**src/rtl/cell_arb_pkg.sv**
```systemverilog
// cell_arb_pkg -- shared definitions for the cell arbiter.
//   * FSM state encoding constants and the state enum
//   * width helpers for the hold counter and requester index
package cell_arb_pkg;

  localparam logic [1:0] ST_IDLE_ENC    = 2'b00;
  localparam logic [1:0] ST_GRANTED_ENC = 2'b01;
  localparam logic [1:0] ST_RELEASE_ENC = 2'b10;

  typedef enum logic [1:0] {
    IDLE    = ST_IDLE_ENC,
    GRANTED = ST_GRANTED_ENC,
    RELEASE = ST_RELEASE_ENC
  } arb_state_e;

  // Hold counter must reach TIMEOUT itself.
  function automatic int cnt_width(input int timeout);
    return $clog2(timeout + 1);
  endfunction

  // Requester index width; never narrower than one bit.
  function automatic int idx_width(input int n);
    return (n <= 2) ? 1 : $clog2(n);
  endfunction

endpackage

```
**src/rtl/cell_arbiter_rr_pick.sv**
```systemverilog
// rr_pick -- combinational round-robin priority picker.
// Ports:
//   req   : request vector (N_REQ bits)
//   last  : index of the most recently served requester
//   pick  : one-hot winner, first set bit searching upward from last+1 with wrap
//   valid : high when any request is set
module rr_pick
  import cell_arb_pkg::*;
#(
  parameter int N_REQ = 4,
  localparam int IDX_W = idx_width(N_REQ)
) (
  input  logic [N_REQ-1:0] req,
  input  logic [IDX_W-1:0] last,
  output logic [N_REQ-1:0] pick,
  output logic             valid
);

  logic [IDX_W-1:0] idx_s;

  // Scan requesters in rotated order starting just above last; first hit wins.
  always_comb begin
    pick  = '0;
    valid = 1'b0;
    idx_s = '0;
    for (int i = 1; i <= N_REQ; i++) begin
      idx_s = IDX_W'((int'(last) + i) % N_REQ);
      if (!valid && req[idx_s]) begin
        pick[idx_s] = 1'b1;
        valid       = 1'b1;
      end else begin
        valid = valid;
      end
    end
  end

endmodule

```
**src/rtl/cell_arbiter.sv**
```systemverilog
// cell_arbiter -- round-robin arbiter granting one requester at a time
// access to a shared single-bit cell datapath, with a hold timeout.
// Ports:
//   clk, rst : clock and asynchronous active-high reset
//   req      : per-requester level request
//   done     : per-requester release strobe (only the holder's bit matters)
//   din      : per-requester data bit offered to the cell
//   grant    : registered one-hot / all-zero grant vector
//   busy     : registered OR of grant
//   dout     : registered data bit of the holder, 0 when not granted
//   timeout  : one-cycle pulse in the RELEASE cycle after a timeout revoke
module cell_arbiter
  import cell_arb_pkg::*;
#(
  parameter int N_REQ   = 4,
  parameter int TIMEOUT = 15
) (
  input  logic             clk,
  input  logic             rst,
  input  logic [N_REQ-1:0] req,
  input  logic [N_REQ-1:0] done,
  input  logic [N_REQ-1:0] din,
  output logic [N_REQ-1:0] grant,
  output logic             busy,
  output logic             dout,
  output logic             timeout
);

  localparam int IDX_W = idx_width(N_REQ);
  localparam int CNT_W = cnt_width(TIMEOUT);

  arb_state_e       state_r, state_s;
  logic [IDX_W-1:0] holder_r, holder_s;
  logic [IDX_W-1:0] last_r, last_s;
  logic [CNT_W-1:0] count_r, count_s;
  logic [N_REQ-1:0] grant_r, grant_s;
  logic             busy_r, busy_s;
  logic             dout_r, dout_s;
  logic             timeout_r, timeout_s;

  logic [N_REQ-1:0] pick_s;
  logic             pick_valid_s;
  logic [IDX_W-1:0] pick_idx_s;
  logic             holder_rel_s;
  logic             hold_exp_s;

  rr_pick #(.N_REQ(N_REQ)) u_rr_pick (
    .req   (req),
    .last  (last_r),
    .pick  (pick_s),
    .valid (pick_valid_s)
  );

  // Convert the one-hot pick into a holder index.
  always_comb begin
    pick_idx_s = '0;
    for (int i = 0; i < N_REQ; i++) begin
      pick_idx_s = pick_s[i] ? IDX_W'(i) : pick_idx_s;
    end
  end

  // Holder-only release conditions; other requesters' done/req are ignored.
  assign holder_rel_s = done[holder_r] | ~req[holder_r];
  assign hold_exp_s   = (count_r == CNT_W'(TIMEOUT));

  // Next-state and next-output logic for the arbitration FSM.
  always_comb begin
    state_s   = state_r;
    holder_s  = holder_r;
    last_s    = last_r;
    count_s   = count_r;
    grant_s   = grant_r;
    dout_s    = 1'b0;
    timeout_s = 1'b0;
    case (state_r)
      IDLE: begin
        if (pick_valid_s) begin
          state_s  = GRANTED;
          holder_s = pick_idx_s;
          grant_s  = pick_s;
          count_s  = CNT_W'(1);
        end else begin
          grant_s  = '0;
          count_s  = '0;
        end
      end
      GRANTED: begin
        if (holder_rel_s || hold_exp_s) begin
          state_s   = RELEASE;
          grant_s   = '0;
          // A normal release in the same cycle as expiry masks the pulse.
          timeout_s = hold_exp_s & ~holder_rel_s;
        end else begin
          count_s   = count_r + CNT_W'(1);
          dout_s    = din[holder_r];
        end
      end
      RELEASE: begin
        state_s = IDLE;
        last_s  = holder_r;
        count_s = '0;
        grant_s = '0;
      end
      default: begin
        state_s = IDLE;
        count_s = '0;
        grant_s = '0;
      end
    endcase
    busy_s = |grant_s;
  end

  // State and output registers; reset clears outputs immediately.
  always_ff @(posedge clk or posedge rst) begin
    if (rst) begin
      state_r   <= IDLE;
      holder_r  <= '0;
      last_r    <= IDX_W'(N_REQ - 1);
      count_r   <= '0;
      grant_r   <= '0;
      busy_r    <= 1'b0;
      dout_r    <= 1'b0;
      timeout_r <= 1'b0;
    end else begin
      state_r   <= state_s;
      holder_r  <= holder_s;
      last_r    <= last_s;
      count_r   <= count_s;
      grant_r   <= grant_s;
      busy_r    <= busy_s;
      dout_r    <= dout_s;
      timeout_r <= timeout_s;
    end
  end

  assign grant   = grant_r;
  assign busy    = busy_r;
  assign dout    = dout_r;
  assign timeout = timeout_r;

endmodule

```
**config.mk**
```make
export PLATFORM = sky130hd
export DESIGN_NAME = cell_arbiter
export DESIGN_NICKNAME = d
export VERILOG_FILES = /design/src/rtl/cell_arb_pkg.sv /design/src/rtl/cell_arbiter_rr_pick.sv /design/src/rtl/cell_arbiter.sv
export SDC_FILE = /design/constraint.sdc
export NUM_CORES = 1
export LEC_CHECK = 0
export BUFFER_PORTS_ARGS = -buffer_cell sky130_fd_sc_hd__buf_2
export CORE_MARGIN = 3
export CORE_UTILIZATION = 50
export CTS_CLUSTER_DIAMETER = 100
export DETAILED_ROUTE_END_ITERATION = 8
export PLACE_DENSITY = 0.72
export SLEW_MARGIN = 10
export SYNTH_ARGS = -nofsm -noshare
export SYNTH_HDL_FRONTEND = slang
export SYNTH_HIERARCHICAL = 1
export SYNTH_SLANG_ARGS = --single-unit
```
**constraint.sdc**
```tcl
create_clock -name clk -period 3.9 [get_ports clk]
set_clock_uncertainty 0.1 [all_clocks]
set_input_delay 0.585 -clock clk [delete_from_list [all_inputs] [get_ports clk]]
set_output_delay 0.585 -clock clk [all_outputs]
set_load 0.05 [all_outputs]
```
==> metrics <==
CTS resizes 0; IO buf count 20; row cnt 17; fin crit period 3160 ps; Setup CP Type reg2reg; final net count 171; most frequent cells after synthesis 15 x dfrtp_1, 9 x ha_1, 9 x nand2b_1; TritonCTS buffer count 3; maximum vdd drop 0.443 mV; clock latency on the worst-skew pair 290 ps; placed cells 171; sequential fraction of the synthesis area 33.8%; ys async rst share 100%; Worst slew margin 57.4%; core area 2300 µm²; CTS H-Tree Depth 1; post-synth cell types 33; r2r startpoint last_r[0]; synthesized cell area 1260 µm²; Starting Density 55.1%; clk slew on worst S/H paths 100 ps; Post-CTS Hold Fix Bufs 0; Antenna Cells 0; top_reg_cell synth dfrtp_1; area delta synth->final 11.9%; DR vias 1,044; Worst path slowest cell dfstp_2; post-route clock period utilization 81.1%; initial antenna violation count 0; die area 3170 µm²; Post-Syn Nets 147; Detailed Routing Iterations Pass 1 4; internal reg-to-reg setup slack 740 ps; clk sinks 17; Hold Slack 262 ps; Slew Limit Fails 0; Tot GR Track Use 17.1%; Yosys warnings 6; Routed WL 2.58 mm; die width 56.3 µm; first-pass GRT wire length 4.39 mm; most frequent cell after synthesis dfrtp_1; area fraction of the dominant cell type after synthesis 29.7%; Root Driver clkbuf_4; pwr dens 751 nW/µm²; chip height 56.3 µm; Starting DRT DRC Count 17; r2r endpoint busy; CTS tree done; CP arrival 3220 ps; cell leakage power 0.675 nW; GRT overflow 0; vias in the first global route 1,029; Hold/Removal Path Class in2async; largest net degree at the start of global routing 18; CP Capture Type flip-flop; wire length per cell 14.8 µm; Syn Area/Cell 10.2 µm²; Crit path max-delay family compound AO/OA/AOI/OAI gates; CP required 3960 ps; Final Hold Vio Count 0; Worst Max-Slew Pin Slew 636 ps; # DRC 0; Startpoint Class flip-flop; Synth area leaders dfrtp_1 30%, ha_1 8.9%, mux2i_1 6.3%; fill cell count 201; Setup Viol. Count Final 0; post-synth top area cell dfrtp_1; CP cell instances inv_1, ha_1, mux2_2, nand4_1, o21ai_0, a221o_1, o2bb2ai_2, or4_1; number of nets still failing antenna checks after routing 0; Post-CTS Setup Inserts 0; RePlAce Congestion 0.793; Synth Register Bits 17; Worst Path Buf+Inv 1; Max FO, Critical Path 9; Bufs on Longest Clock Path 2; Vias/cell 5.97; share of layout cells above drive strength 1 22.4%; Slowest Stage Delay on Critical Path 640 ps; hpwl dp 1.96 mm; Max Clock Freq 316 MHz; Max Cap Violations 0; unrepaired setup endpoints after global routing false; Post-synth EDFFs 0; status complete, no violations; TNS Setup 0 ps; Ports 21; cell count after synthesis 124; worst r2r path cells 8; Layout Cells excl Fill 175
## sequential cells by signal, indices dropped and copies added (netlist names)
register  cells
count_r       4
state_r       2
timeout       1
holder_r      2
dout          1
last_r        2
busy          1
grant         4
## cell type report
type	count	area [µm²]	area share (%)
inverters	8	30.0	2.12
clock buffers	4	26.3	1.86
well taps	28	35.0	2.48
repair buffers	20	100	7.07
multi-input cells	98	796	56.2
flip-flops and latches	17	428	30.2
## worst register-to-register path: cells and delay by family (launching register included)
kind | cells | cell delay (ps)
buffers and inverters | 1 | 180
adders and majority gates | 1 | 440
and+or+nand+nor | 2 | 580
muxes | 1 | 360
AOI/OAI and AO/OA | 3 | 750
DFF | 1 | 640
## worst max path at each step
stage | slack [ps] | depth (start not counted) | startpoint | endpoint
after floorplan | 1020 | 9 | last_r[1] | busy
after global placement | 910 | 8 | last_r[0] | busy
after detailed placement | 810 | 8 | last_r[0] | busy
after CTS | 770 | 8 | last_r[0] | busy
after global routing | 620 | 8 | last_r[0] | busy
final | 740 | 8 | last_r[0] | busy
## stage by stage
stage	util [%]	power [mW]	setup slack [ps]	cell area (µm²)
6_report	61.6	1.06	736	1420
5_1_grt	61.6	1.14	619	1420
4_1_cts	61.6	1.06	767	1420
3_5_place_dp	60.5	0.968	813	1390
3_3_place_gp	60.5	0.946	906	1390
2_1_floorplan	-	0.842	1020	1260
## cells in the final DEF (no fill, tap or decap), types with 5 or more instances in the layout
cell      count
a21oi_1       7
buf_2        20
dfrtp_1      15
ha_1          9
inv_1         8
mux2i_1       8
nand2_1       7
nand2b_1      9
nand3_1       8
nor2_1        8
nor2b_1       5
## cell families after synthesis
| kind of cell | synth area share (%) |
|---|---|
| buf+inv | 3.26 |
| simple gates | 22.8 |
| fa+ha+maj | 8.90 |
| mux | 17.9 |
| compound gates | 13.4 |
| flops | 33.8 |
## report_power, final
| part | switching (mW) | internal (mW) | total, mW |
|---|---|---|---|
| combinational | 0.375 | 0.267 | 0.642 |
| sequential | 0.0804 | 0.250 | 0.330 |
| clock | 0.0516 | 0.0397 | 0.0914 |
## metal layers
layer / track usage (%) / vias to the layer above / part of all wire, %
met4: 8.14 / 0 / 1.3
met1: 19.8 / 514 / 45
met5: 0 / - / 0
li1: - / 510 / -
met3: 1.38 / 4 / 3.1
met2: 31.6 / 16 / 51
Power figures use the tool's default switching activity.
